===== src/rtl/axi3_rd_arbiter.sv =====
// axi3_rd_arbiter: two-master, one-slave AXI3 read arbiter, one burst in flight, R routed by grant.
// Define AXI3_RD_ARB_QOS_EN to let the larger ARQOS win contention in IDLE.
module axi3_rd_arbiter #(
   parameter int N_BYTES = 4,
   parameter int ADDR_WIDTH = 12,
   parameter int ID_WIDTH = 4,
   localparam int IW = (ID_WIDTH < 1) ? 1 : ID_WIDTH,
   localparam int DW = 8 * N_BYTES
) (
   input  logic                  aclk,
   input  logic                  areset,
   input  logic [IW-1:0]         m0_arid,
   input  logic [ADDR_WIDTH-1:0] m0_araddr,
   input  logic [3:0]            m0_arlen,
   input  logic [1:0]            m0_arsize,
   input  logic [1:0]            m0_arburst,
   input  logic [1:0]            m0_arlock,
   input  logic [3:0]            m0_arcache,
   input  logic [2:0]            m0_arprot,
   input  logic [3:0]            m0_arqos,
   input  logic                  m0_arvalid,
   output logic                  m0_arready,
   output logic [IW-1:0]         m0_rid,
   output logic [DW-1:0]         m0_rdata,
   output logic [1:0]            m0_rresp,
   output logic                  m0_rlast,
   output logic                  m0_rvalid,
   input  logic                  m0_rready,
   input  logic [IW-1:0]         m1_arid,
   input  logic [ADDR_WIDTH-1:0] m1_araddr,
   input  logic [3:0]            m1_arlen,
   input  logic [1:0]            m1_arsize,
   input  logic [1:0]            m1_arburst,
   input  logic [1:0]            m1_arlock,
   input  logic [3:0]            m1_arcache,
   input  logic [2:0]            m1_arprot,
   input  logic [3:0]            m1_arqos,
   input  logic                  m1_arvalid,
   output logic                  m1_arready,
   output logic [IW-1:0]         m1_rid,
   output logic [DW-1:0]         m1_rdata,
   output logic [1:0]            m1_rresp,
   output logic                  m1_rlast,
   output logic                  m1_rvalid,
   input  logic                  m1_rready,
   output logic [IW-1:0]         s_arid,
   output logic [ADDR_WIDTH-1:0] s_araddr,
   output logic [3:0]            s_arlen,
   output logic [1:0]            s_arsize,
   output logic [1:0]            s_arburst,
   output logic [1:0]            s_arlock,
   output logic [3:0]            s_arcache,
   output logic [2:0]            s_arprot,
   output logic [3:0]            s_arqos,
   output logic                  s_arvalid,
   input  logic                  s_arready,
   input  logic [IW-1:0]         s_rid,
   input  logic [DW-1:0]         s_rdata,
   input  logic [1:0]            s_rresp,
   input  logic                  s_rlast,
   input  logic                  s_rvalid,
   output logic                  s_rready,
   output logic                  busy
);
   typedef enum logic [1:0] {IDLE, ADDR, DATA} state_t;
   state_t state, state_nxt;
   logic grant, last, win, ast, dst;
   // Handshakes are masked during reset so no beat or address completes in that cycle.
   assign ast = (state == ADDR) && !areset;
   assign dst = (state == DATA) && !areset;
`ifdef AXI3_RD_ARB_QOS_EN
   assign win = !m0_arvalid ? 1'b1 : !m1_arvalid ? 1'b0 :
                (m0_arqos > m1_arqos) ? 1'b0 : (m1_arqos > m0_arqos) ? 1'b1 : ~last;
`else
   assign win = !m0_arvalid ? 1'b1 : !m1_arvalid ? 1'b0 : ~last;
`endif
   always_comb begin
      state_nxt = state;
      state_nxt = (state == IDLE) ? ((m0_arvalid || m1_arvalid) ? ADDR : IDLE) :
                  (state == ADDR) ? ((s_arvalid && s_arready) ? DATA : ADDR) :
                  ((s_rvalid && s_rready && s_rlast) ? IDLE : DATA);
   end
   always_ff @(posedge aclk) begin
      if (areset) begin
         state <= IDLE;
         grant <= 1'b0;
         last  <= 1'b1;
      end else begin
         state <= state_nxt;
         if (state == IDLE && (m0_arvalid || m1_arvalid)) begin
            grant <= win;
            last  <= win;
         end
      end
   end
   assign s_arid     = ast ? (grant ? m1_arid    : m0_arid)    : '0;
   assign s_araddr   = ast ? (grant ? m1_araddr  : m0_araddr)  : '0;
   assign s_arlen    = ast ? (grant ? m1_arlen   : m0_arlen)   : '0;
   assign s_arsize   = ast ? (grant ? m1_arsize  : m0_arsize)  : '0;
   assign s_arburst  = ast ? (grant ? m1_arburst : m0_arburst) : '0;
   assign s_arlock   = ast ? (grant ? m1_arlock  : m0_arlock)  : '0;
   assign s_arcache  = ast ? (grant ? m1_arcache : m0_arcache) : '0;
   assign s_arprot   = ast ? (grant ? m1_arprot  : m0_arprot)  : '0;
   assign s_arqos    = ast ? (grant ? m1_arqos   : m0_arqos)   : '0;
   assign s_arvalid  = ast && (grant ? m1_arvalid : m0_arvalid);
   assign m0_arready = ast && !grant && s_arready;
   assign m1_arready = ast && grant && s_arready;
   assign s_rready   = dst && (grant ? m1_rready : m0_rready);
   assign m0_rvalid  = dst && !grant && s_rvalid;
   assign m1_rvalid  = dst && grant && s_rvalid;
   assign m0_rid     = s_rid;
   assign m0_rdata   = s_rdata;
   assign m0_rresp   = s_rresp;
   assign m0_rlast   = s_rlast;
   assign m1_rid     = s_rid;
   assign m1_rdata   = s_rdata;
   assign m1_rresp   = s_rresp;
   assign m1_rlast   = s_rlast;
   assign busy       = state != IDLE;
endmodule


===== config.mk =====
export PLATFORM = sky130hd
export DESIGN_NAME = axi3_rd_arbiter
export DESIGN_NICKNAME = d
export VERILOG_FILES = /design/src/rtl/axi3_rd_arbiter.sv
export SDC_FILE = /design/constraint.sdc
export NUM_CORES = 1
export LEC_CHECK = 0
export CAP_MARGIN = 20
export CORE_AREA = 4 4 92 94
export DETAILED_ROUTE_END_ITERATION = 12
export DIE_AREA = 0 0 96 98
export GPL_TIMING_DRIVEN = 0
export HOLD_SLACK_MARGIN = 0.08
export PLACE_DENSITY = 0.7
export SLEW_MARGIN = 20
export SYNTH_ARGS = -nofsm -noshare
export SYNTH_HDL_FRONTEND = slang
export SYNTH_SLANG_ARGS = --single-unit
export TNS_END_PERCENT = 10

===== constraint.sdc =====
create_clock -name aclk -period 2.03 [get_ports aclk]
set_input_delay 0.203 -clock aclk [delete_from_list [all_inputs] [get_ports aclk]]
set_output_delay 0.203 -clock aclk [all_outputs]
set_load 0.1 [all_outputs]

==> metrics.txt <==
run status=complete, no violations; DP HPWL=~5600 microns; Period minus WS final=about 2000 ps; critical path type=reg2out; Seq/Total Area, Yosys=0.06343; top post-synthesis cells by area=buf_4 46%, a22o_1 26%, dfxtp_1 6.3%; vias in the first global route=1,995; dpl cell area=approximately 3500 sq um; Fin. Hold Viols=0; Residual DRC=0; post-synth top area cell=buf_4; most frequent cells in the layout=157 x clkdlybuf4s50_1, 91 x buf_4, 30 x a22o_1; CP Launch Type=flop; Highest Clock Rate=502.4 MHz; final period utilization=0.9806; Max-Cap Viols=0; # diodes=0; Worst-path clk slew=~30 ps; Final ANT Viol Nets=0; Layout area overhead=216.2%; maximum clock insertion buffer count=2; wire length after detailed routing=slightly below 7000 microns; H-Tree Depth=1; Mapped Area=around 1300 sq um; Tot GR Track Use=0.1274; Yosys reg bits=4; # nets final=approximately 500; pin count of the biggest net entering global routing=11; final instance area=3991 sq um; CTS tree=done; Synthesized Nets=between 200 and 300; clk_lat worst skew=about 220 ps; count of final setup violators=0; DP Worst Slack=-1249 ps; core area=7647 sq um; required time of the critical path=roughly 1800 ps; Starting DRT DRC Count=33; Yosys warning count=0; clock skew=1.945 ps; IO buf count=204; Slew @ Worst Pin=981.8 ps; # rows=32; Hold Slack=roughly 410 ps; die area=between 9000 and 10,000 sq um; initial antenna violation count=0; PwrDens=a little over 500 nW/um^2; Max IR drop VDD=between 0.3 and 0.4 mV; Relative slew margins=0.3434; Crit. End Element=output pin; cells after synthesis=157; Via-to-Cell Ratio=3.931; unrepaired setup endpoints after global routing=yes; vias post-DR=~1,900; setup_tns=0 ps; Die Y-Extent=about 98 microns; layout cells sized above 1=0.4370; first-pass GRT wire length=9577 microns; crit path DAT=around 1800 ps; Netlist cell types=23; final worst setup slack=a little under 40 ps; RD Place Congestion=0.6721; total CTS buffers=3; starting density of the core=0.1651; Avg Inst Size Synth=~8.0 sq um; Hold Crit Class=in2reg; Critical Path Fanout Max=10; fin. max-slew vios=0; Synth top area share=0.4638; Die Wd=roughly 96 microns; grt total ovfl=0; Pwr Total=~0.0020 W; most common cell after layout, fill and taps aside=clkdlybuf4s50_1; # IOs=about 240; Leak=approximately 1.7 nW; root buffer cell=clkbuf_8; drt first pass iters=3; post-DR wirelength/cell=~15 microns; CTS sink cnt=4
-- registers in the layout, indices dropped and copies added, names as in the netlist --
name and flops:
last 1, grant 1, state 2
-- path summary, 6_finish.rpt --
check / cells after the start / slack [ps] / start / end
hold reg to reg: 1 / 510 / last / last
setup reg to reg: 5 / 640 / state[0] / grant
hold / removal: 2 / 410 / areset / grant
setup / recovery: 6 / 40 / state[0] / s_arcache[1]
-- timing repair --
action,CTS,global route
gates cloned,2,0
endpoints found under the setup margin,46,33
hold buffers,0,0
setup buffers,4,5
gates resized for setup,314,60
pin swaps,1,13
-- layout make-up --
type / count / area [sq um]
Fill cell: 678 / 3656
Timing Repair Buffer: 215 / 2462
Buffer: 85 / 673.1
Multi-Input combinational cell: 63 / 588.1
Tap cell: 102 / 127.6
Sequential cell: 4 / 87.58
Clock buffer: 3 / 41.29
Inverter: 3 / 11.26
-- through the flow --
step / utilization / std cells
2_1_floorplan: - / 157
3_3_place_gp: 0.4517 / 463
4_1_cts: 0.4823 / 471
3_5_place_dp: 0.4517 / 463
6_report: 0.5219 / 475
5_1_grt: 0.5219 / 475
-- power breakdown --
| part | internal [W] | switching, W | total, W |
|---|---|---|---|
| Sequential | 0.0000859 | 0.00000887 | 0.0000948 |
| Combinational | 0.000599 | 0.00114 | 0.00174 |
| Clock | 0.000127 | 0.0000440 | 0.000171 |
| Total | 0.000811 | 0.00120 | 0.00201 |
-- metal layers --
layer | share of wire | vias up | wire, microns | global-route usage
li1 | - | 915 | - | -
met4 | 0.018 | 0 | 122 | 0.03611
met1 | 0.31 | 813 | 2151 | 0.1226
met3 | 0.12 | 11 | 814 | 0.03621
met5 | 0 | - | 0 | 0
met2 | 0.55 | 128 | 3800 | 0.2523
-- cells in the mapped netlist --
cell,instances
mux2i_1,2
nor4_1,1
buf_8,2
buf_4,78
dfxtp_1,4
and2_1,2
inv_1,3
nand3b_1,2
buf_2,2
or3b_2,1
clkbuf_1,1
nor2_4,1
or3b_4,1
o211ai_1,1
a32oi_1,1
nor2_1,4
nand2_1,4
nor2_2,1
o221a_2,1
buf_6,4
nor4b_1,1
a22o_1,37
nor3_1,3
-- kinds of logic (layout without fill, tap and decap cells) --
| group | count (synthesis) | count (layout) | share of synthesized area |
|---|---|---|---|
| AO/OA/AOI/OAI | 40 | 40 | 0.2785 |
| buffers and inverters | 90 | 306 | 0.5431 |
| flip-flops | 4 | 4 | 0.06343 |
| multiplexers | 2 | 2 | 0.01586 |
| AND/OR/NAND/NOR | 21 | 21 | 0.09910 |
-- worst max-delay path, stage by stage, from the launching register on --
cell	delay, ps
dfxtp_4	340
or3b_4	410
nor2_4	120
buf_8	150
buf_8	150
a22o_1	200
buf_12	180
Note: power is estimated with default switching activity, not from simulation.
